$ cat src/rtl/vga_frame_monitor.sv
`default_nettype none
// ============================================================================
// Module   : vga_frame_monitor
// Brief    : Receive-side VGA timing checker. Recovers pixel coordinates,
//            measures line/frame periods, locks onto nominal timing and
//            reports a per-frame additive RGB checksum and lit-pixel count.
// Revision : 1.0 - initial release
// ============================================================================
module vga_frame_monitor #(
    parameter int H_TOTAL = 1040,
    parameter int V_TOTAL = 666
) (
    input  logic        Clock,
    input  logic        Reset,
    input  logic        hSync_n,
    input  logic        vSync_n,
    input  logic        blank_n,
    input  logic [23:0] pixelIn,
    output logic        pixelValid,
    output logic [23:0] pixelOut,
    output logic [11:0] xPos,
    output logic [11:0] yPos,
    output logic [11:0] lineLength,
    output logic [11:0] frameLines,
    output logic        hError,
    output logic        vError,
    output logic        frameDone,
    output logic [31:0] frameChecksum,
    output logic [19:0] litCount,
    output logic        locked
);

    typedef enum logic [1:0] {
        ST_SEARCH  = 2'd0,
        ST_MEASURE = 2'd1,
        ST_LOCKED  = 2'd2
    } state_t;

    localparam logic [12:0] H_TOTAL_W = 13'(H_TOTAL);
    localparam logic [12:0] V_TOTAL_W = 13'(V_TOTAL);

    // Input sample stage and previous-sample stage
    logic        hs_s_q, hs_s_d, vs_s_q, vs_s_d, bl_s_q, bl_s_d;
    logic [23:0] pix_s_q, pix_s_d;
    logic        hs_p_q, hs_p_d, vs_p_q, vs_p_d, bl_p_q, bl_p_d;
    // Registered edge flags and aligned pixel
    logic        hfall_q, hfall_d, vfall_q, vfall_d, bfall_q, bfall_d;
    logic        act_q, act_d;
    logic [23:0] pix_a_q, pix_a_d;
    // Coordinate recovery
    logic [11:0] x_cnt_q, x_cnt_d, y_cnt_q, y_cnt_d;
    logic        pixel_valid_q, pixel_valid_d;
    logic [23:0] pixel_out_q, pixel_out_d;
    logic [11:0] x_pos_q, x_pos_d, y_pos_q, y_pos_d;
    // Period measurement
    logic [11:0] h_cnt_q, h_cnt_d, line_cnt_q, line_cnt_d;
    logic [11:0] line_length_q, line_length_d, frame_lines_q, frame_lines_d;
    logic        h_error_q, h_error_d, v_error_q, v_error_d;
    // Frame statistics
    logic [31:0] acc_q, acc_d, checksum_q, checksum_d;
    logic [19:0] lit_q, lit_d, lit_count_q, lit_count_d;
    logic        frame_done_q, frame_done_d;
    // Lock FSM
    state_t      state_q, state_d;
    logic        bad_q, bad_d;

    logic [12:0] meas_len;
    logic [11:0] line_inc, line_eff;
    logic        h_err, v_err;
    logic [31:0] pix_add;
    logic [19:0] lit_add;

    // Measured period of the line that just ended; line count including a coincident hFall
    assign meas_len = {1'b0, h_cnt_q} + 13'd1;
    assign line_inc = (line_cnt_q == 12'hFFF) ? line_cnt_q : line_cnt_q + 12'd1;
    assign line_eff = hfall_q ? line_inc : line_cnt_q;
    assign h_err    = hfall_q && (state_q != ST_SEARCH) && (meas_len != H_TOTAL_W);
    assign v_err    = vfall_q && (state_q != ST_SEARCH) && ({1'b0, line_eff} != V_TOTAL_W);
    assign pix_add  = act_q ? {8'd0, pix_a_q} : 32'd0;
    assign lit_add  = (act_q && (pix_a_q != 24'd0)) ? 20'd1 : 20'd0;

    // Input sampling and falling-edge detection
    always_comb begin
        hs_s_d  = hSync_n;
        vs_s_d  = vSync_n;
        bl_s_d  = blank_n;
        pix_s_d = pixelIn;
        hs_p_d  = hs_s_q;
        vs_p_d  = vs_s_q;
        bl_p_d  = bl_s_q;
        hfall_d = hs_p_q & ~hs_s_q;
        vfall_d = vs_p_q & ~vs_s_q;
        bfall_d = bl_p_q & ~bl_s_q;
        act_d   = bl_s_q;
        pix_a_d = pix_s_q;
    end

    // Lock FSM next-state logic
    always_comb begin
        state_d = state_q;
        bad_d   = bad_q;
        case (state_q)
            ST_SEARCH: begin
                if (vfall_q) begin
                    state_d = ST_MEASURE;
                    bad_d   = 1'b0;
                end
            end
            ST_MEASURE: begin
                if (h_err) begin
                    bad_d = 1'b1;
                end
                if (vfall_q) begin
                    bad_d = 1'b0;
                    if (!bad_q && !h_err && !v_err) begin
                        state_d = ST_LOCKED;
                    end
                end
            end
            ST_LOCKED: begin
                if (h_err || v_err) begin
                    state_d = ST_SEARCH;
                end
            end
            default: begin
                state_d = ST_SEARCH;
                bad_d   = 1'b0;
            end
        endcase
    end

    // Coordinates, period measurement and frame statistics
    always_comb begin
        pixel_valid_d = act_q;
        pixel_out_d   = pixel_out_q;
        x_pos_d       = x_pos_q;
        y_pos_d       = y_pos_q;
        x_cnt_d       = x_cnt_q;
        y_cnt_d       = y_cnt_q;
        if (act_q) begin
            pixel_out_d = pix_a_q;
            x_pos_d     = x_cnt_q;
            y_pos_d     = y_cnt_q;
            x_cnt_d     = x_cnt_q + 12'd1;
        end
        if (bfall_q) begin
            x_cnt_d = 12'd0;
            y_cnt_d = y_cnt_q + 12'd1;
        end
        if (vfall_q) begin
            x_cnt_d = 12'd0;
            y_cnt_d = 12'd0;
        end

        h_cnt_d       = hfall_q ? 12'd0 : ((h_cnt_q == 12'hFFF) ? h_cnt_q : h_cnt_q + 12'd1);
        line_length_d = line_length_q;
        if (hfall_q) begin
            line_length_d = meas_len[12] ? 12'hFFF : meas_len[11:0];
        end
        line_cnt_d    = vfall_q ? 12'd0 : line_eff;
        frame_lines_d = vfall_q ? line_eff : frame_lines_q;
        h_error_d     = h_err;
        v_error_d     = v_err;

        checksum_d    = checksum_q;
        lit_count_d   = lit_count_q;
        frame_done_d  = 1'b0;
        if (state_q == ST_SEARCH) begin
            // Statistics only start counting at the vFall that leaves SEARCH
            acc_d = vfall_q ? pix_add : 32'd0;
            lit_d = vfall_q ? lit_add : 20'd0;
        end else if (vfall_q) begin
            checksum_d   = acc_q;
            lit_count_d  = lit_q;
            frame_done_d = 1'b1;
            acc_d        = pix_add;
            lit_d        = lit_add;
        end else begin
            acc_d = acc_q + pix_add;
            lit_d = (lit_q == 20'hFFFFF) ? lit_q : lit_q + lit_add;
        end
    end

    // State registers; sync samples reset high so releasing Reset cannot fake an edge
    always_ff @(posedge Clock or posedge Reset) begin
        if (Reset) begin
            hs_s_q        <= 1'b1;
            vs_s_q        <= 1'b1;
            bl_s_q        <= 1'b1;
            pix_s_q       <= 24'd0;
            hs_p_q        <= 1'b1;
            vs_p_q        <= 1'b1;
            bl_p_q        <= 1'b1;
            hfall_q       <= 1'b0;
            vfall_q       <= 1'b0;
            bfall_q       <= 1'b0;
            act_q         <= 1'b0;
            pix_a_q       <= 24'd0;
            x_cnt_q       <= 12'd0;
            y_cnt_q       <= 12'd0;
            pixel_valid_q <= 1'b0;
            pixel_out_q   <= 24'd0;
            x_pos_q       <= 12'd0;
            y_pos_q       <= 12'd0;
            h_cnt_q       <= 12'd0;
            line_cnt_q    <= 12'd0;
            line_length_q <= 12'd0;
            frame_lines_q <= 12'd0;
            h_error_q     <= 1'b0;
            v_error_q     <= 1'b0;
            acc_q         <= 32'd0;
            lit_q         <= 20'd0;
            checksum_q    <= 32'd0;
            lit_count_q   <= 20'd0;
            frame_done_q  <= 1'b0;
            state_q       <= ST_SEARCH;
            bad_q         <= 1'b0;
        end else begin
            hs_s_q        <= hs_s_d;
            vs_s_q        <= vs_s_d;
            bl_s_q        <= bl_s_d;
            pix_s_q       <= pix_s_d;
            hs_p_q        <= hs_p_d;
            vs_p_q        <= vs_p_d;
            bl_p_q        <= bl_p_d;
            hfall_q       <= hfall_d;
            vfall_q       <= vfall_d;
            bfall_q       <= bfall_d;
            act_q         <= act_d;
            pix_a_q       <= pix_a_d;
            x_cnt_q       <= x_cnt_d;
            y_cnt_q       <= y_cnt_d;
            pixel_valid_q <= pixel_valid_d;
            pixel_out_q   <= pixel_out_d;
            x_pos_q       <= x_pos_d;
            y_pos_q       <= y_pos_d;
            h_cnt_q       <= h_cnt_d;
            line_cnt_q    <= line_cnt_d;
            line_length_q <= line_length_d;
            frame_lines_q <= frame_lines_d;
            h_error_q     <= h_error_d;
            v_error_q     <= v_error_d;
            acc_q         <= acc_d;
            lit_q         <= lit_d;
            checksum_q    <= checksum_d;
            lit_count_q   <= lit_count_d;
            frame_done_q  <= frame_done_d;
            state_q       <= state_d;
            bad_q         <= bad_d;
        end
    end

    assign pixelValid    = pixel_valid_q;
    assign pixelOut      = pixel_out_q;
    assign xPos          = x_pos_q;
    assign yPos          = y_pos_q;
    assign lineLength    = line_length_q;
    assign frameLines    = frame_lines_q;
    assign hError        = h_error_q;
    assign vError        = v_error_q;
    assign frameDone     = frame_done_q;
    assign frameChecksum = checksum_q;
    assign litCount      = lit_count_q;
    assign locked        = (state_q == ST_LOCKED);

endmodule
`default_nettype wire

$ cat config.mk
export PLATFORM = sky130hd
export DESIGN_NAME = vga_frame_monitor
export DESIGN_NICKNAME = d
export VERILOG_FILES = /design/src/rtl/vga_frame_monitor.sv
export SDC_FILE = /design/constraint.sdc
export NUM_CORES = 1
export LEC_CHECK = 0
export ABC_AREA = 1
export BUFFER_PORTS_ARGS = -buffer_cell sky130_fd_sc_hd__buf_4
export CAP_MARGIN = 10
export CORE_ASPECT_RATIO = 0.5
export CORE_MARGIN = 4
export CORE_UTILIZATION = 46
export DETAILED_ROUTE_END_ITERATION = 8
export GPL_TIMING_DRIVEN = 1
export HOLD_SLACK_MARGIN = 0.02
export PLACE_DENSITY = 0.65
export SYNTH_ARGS = -nofsm -noshare
export SYNTH_HDL_FRONTEND = slang
export SYNTH_SLANG_ARGS = --single-unit
$ cat constraint.sdc
create_clock -name Clock -period 25.8 [get_ports Clock]
set_input_delay 2.58 -clock Clock [delete_from_list [all_inputs] [get_ports Clock]]
set_output_delay 2.58 -clock Clock [all_outputs]
set_load 0.05 [all_outputs]
==> impl_metrics.toml <==
[worst_setup_path]
cp.arrival_ns = 1.46
critPathKind = "flip-flop to output pin"
rr_startpoint = "vfall_q"
worstSetupEndpointType = "output pin"
critPathLaunch = "state_q[1]"
cp.required_ns = 23.22
timing.rr.end = "litCount[15]"
path_max_fanout = 4
crit_end = "locked"
reg2reg_slack_ns = 22.47
start_kind = "flip-flop"
reg2reg_depth = 8

[logic_synthesis]
synth_area_um2 = 13200
ys_seq_elements = 289
syn_inst = 1605
avgSynthCellArea_um2 = 8.22
synth.distinct_cells = 43
synth_top_area_share_pct = 53.7
synth-edff-count = 0
synth_nets = 1650
async_flop_share_pct = 100
synth_ff_type = "dfrtp_1"
yosysTopAreaCell = "dfrtp_1"
seq_area_frac_synth_pct = 54.9
yosys-top-cells-area = "dfrtp_1 (54%), nand2_1 (13%), inv_1 (5.4%), o21ai_0 (5.3%), nor2_1 (4.5%)"
ys_warn_count = 0

[global_routing]
overflow = 0
track_usage_pct = 20.2
grt_pass1_vias = 10700
grt_pass1_wl_mm = 52.7
grt_max_degree = 177
antenna_found_initial = 0

[placement]
place_congestion = 0.913
io_buffer_count = 157
place_inst = 2108
detailed_place_hpwl_mm = 23.1
postPlaceCellArea_um2 = 14700
place_ws_ns = 21.49

[detailed_routing]
totalWireLength_mm = 31.8
vias = 10800
route.detailed.drc = 0
drt-wirelength-per-cell_um = 14.8
ant_nets = 0
first_pass_iters = 5
viasPerCell = 5.01
drtIter0Drc = 659

[cells_and_area]
fin_area_um2 = 15700
drive_above_1_share_pct = 15.5
synthToLayoutAreaGrowth_pct = 18.9
layout.cells.non_filler = 2158
num_antenna_cells = 0
nNetsFinal = 1800

[clock_tree]
postCtsSetupRepairBufs = 0
clk_pin_slew_ns = 0.06
clock_sinks = 289
cts_hold_buf = 0
cts-root-buf = "clkbuf_16"
cts_tree = "built"
cts.repair.resized = 0
worstSkewPairLatency_ns = 0.56
htree_levels = 1
cts_buffer_depth = 3
numCtsBuffers = 27

[pwr]
leakagePower_uw = 0.00785
p_int_uw = 858
p_switching_uw = 478
combPwrFrac_pct = 27.6
power_frac_seq_pct = 40.7
p_per_area_nw_per_um2 = 85.3
ir_worst_vdd_mv = 0.0515
p_clk_share_pct = 31.7
swShare_pct = 35.8

[status]
status = "finished clean"

[die]
ioPinCount = 158
std_cell_rows = 43
die_w_um = 247
core_area_um2 = 28000
initial_utilization_pct = 47.1
die_h_um = 128
die-area_um2 = 31600

[sta]
skew_ns = 0.0196
setup_ws_ns = 21.76
maxSlewViolCount = 0
fmax_mhz = 247
worst_pin_slew_ns = 1.08
min_period_ns = 4.04
hold_viol = 0
grt_setup_unrepaired = "false"
min_period_over_period_pct = 15.7
setup_tns_ns = 0
slew_headroom_pct = 27.9
setup_viol = 0

[job]
maxCapViolCount = 0

[hold_path]
hold_depth = 0
hp-class = "flip-flop to flip-flop"
logic make-up (layout without fill, tap and decap cells):
family | count (synthesis) | in the layout | share of synthesized area (%)
and+or+nand+nor | 779 | 779 | 25.1
DFF | 289 | 289 | 54.9
AOI/OAI and AO/OA | 274 | 274 | 11.0
buffers and inverters | 242 | 413 | 7.13
adders and majority gates | 16 | 16 | 1.52
xor gates and xnor gates | 5 | 5 | 0.332
worst min path at each step:
stage | from | slack [ns] | to
2_1_floorplan | pix_a_d[0] | 0.33 | pix_a_q[0]
3_3_place_gp | pix_a_d[7] | 0.33 | pix_a_q[7]
3_5_place_dp | pix_a_d[15] | 0.34 | pix_a_q[15]
4_1_cts | pix_a_d[7] | 0.35 | pix_a_q[7]
5_1_grt | pix_a_d[11] | 0.36 | pix_a_q[11]
6_report | pix_a_d[23] | 0.35 | pix_a_q[23]
synth_stat cells (all sizes together), types with 8 or more instances:
master,count
nand2,463
dfrtp,283
inv,197
nor2,175
o21ai,158
a21oi,84
nand3,74
clkbuf,36
nor3,27
nand4,22
ha,16
nor4,8
metal layers:
layer	global-route usage, %	wire [um]	vias up
li1	-	-	5422
met1	27.4	14700	5167
met2	34.2	15100	180
met3	3.91	1450	40
met4	4.37	541	0
met5	0	0	-
final cells by class:
type | count | area [um^2]
Clock inverter | 15 | 193
Inverter | 199 | 754
Clock buffer | 35 | 756
Multi-Input combinational cell | 1074 | 5010
Tap cell | 382 | 478
Fill cell | 2614 | 12300
Sequential cell | 289 | 7240
Timing Repair Buffer | 164 | 1240
sequential cells by signal, indices dropped and copies added, names as in the netlist, 2 cells and up:
name           count
acc_q             32
frameChecksum     32
frameLines        12
h_cnt_q           12
lineLength        12
line_cnt_q        12
litCount          20
lit_q             20
pix_a_d           24
pix_a_q           24
pixelOut          24
state_q            2
xPos              12
x_cnt_q           12
yPos              12
y_cnt_q           12
cell usage in the layout, fill, tap and decap left out, types with 2 or more instances in the layout:
cell type | synthesis | layout
a21boi_0 | 3 | 3
a21oi_1 | 83 | 83
a31oi_1 | 7 | 7
buf_4 | 0 | 163
bufinv_16 | 0 | 4
clkbuf_1 | 36 | 3
clkbuf_16 | 0 | 27
clkbuf_8 | 0 | 5
clkinv_2 | 0 | 6
clkinv_4 | 0 | 2
dfrtp_1 | 283 | 282
dfstp_2 | 6 | 6
ha_1 | 16 | 16
inv_1 | 189 | 187
inv_2 | 8 | 10
inv_6 | 0 | 2
nand2_1 | 444 | 444
nand2_2 | 17 | 17
nand2_4 | 2 | 2
nand3_1 | 72 | 72
nand3_2 | 2 | 2
nand3b_1 | 6 | 6
nand4_1 | 22 | 22
nor2_1 | 157 | 156
nor2_2 | 10 | 11
nor2_4 | 8 | 8
nor3_1 | 27 | 27
nor4_1 | 8 | 8
o21a_1 | 6 | 6
o21ai_0 | 140 | 140
o21ai_1 | 16 | 16
o21ai_2 | 2 | 2
o21bai_1 | 6 | 6
o22ai_1 | 5 | 5
or2_2 | 2 | 2
xnor2_1 | 2 | 2
xor2_1 | 3 | 3
worst max-delay path, cell delays in order (launching register included):
cell and delay (ns):
dfrtp_1 0.37, inv_1 0.09, nor2_1 0.21, buf_4 0.25
through the flow:
| stage | total power [uW] | hold WS [ns] | utilization, % |
|---|---|---|---|
| finish | 1340 | 0.348 | 56.0 |
| global route | 1410 | 0.357 | 56.0 |
| CTS | 1350 | 0.350 | 56.0 |
| detailed placement | 921 | 0.336 | 52.6 |
| global placement | 914 | 0.334 | 52.6 |
| floorplan | 810 | 0.331 | - |
power groups by stage:
stage | combinational (uW) | clock, uW | sequential [uW]
3_3_place_gp | 364 | 0 | 550
3_5_place_dp | 369 | 0 | 553
2_1_floorplan | 178 | 0 | 633
6_report | 369 | 424 | 544
4_1_cts | 370 | 435 | 545
5_1_grt | 408 | 452 | 550
(Power assumes the default switching activity.)
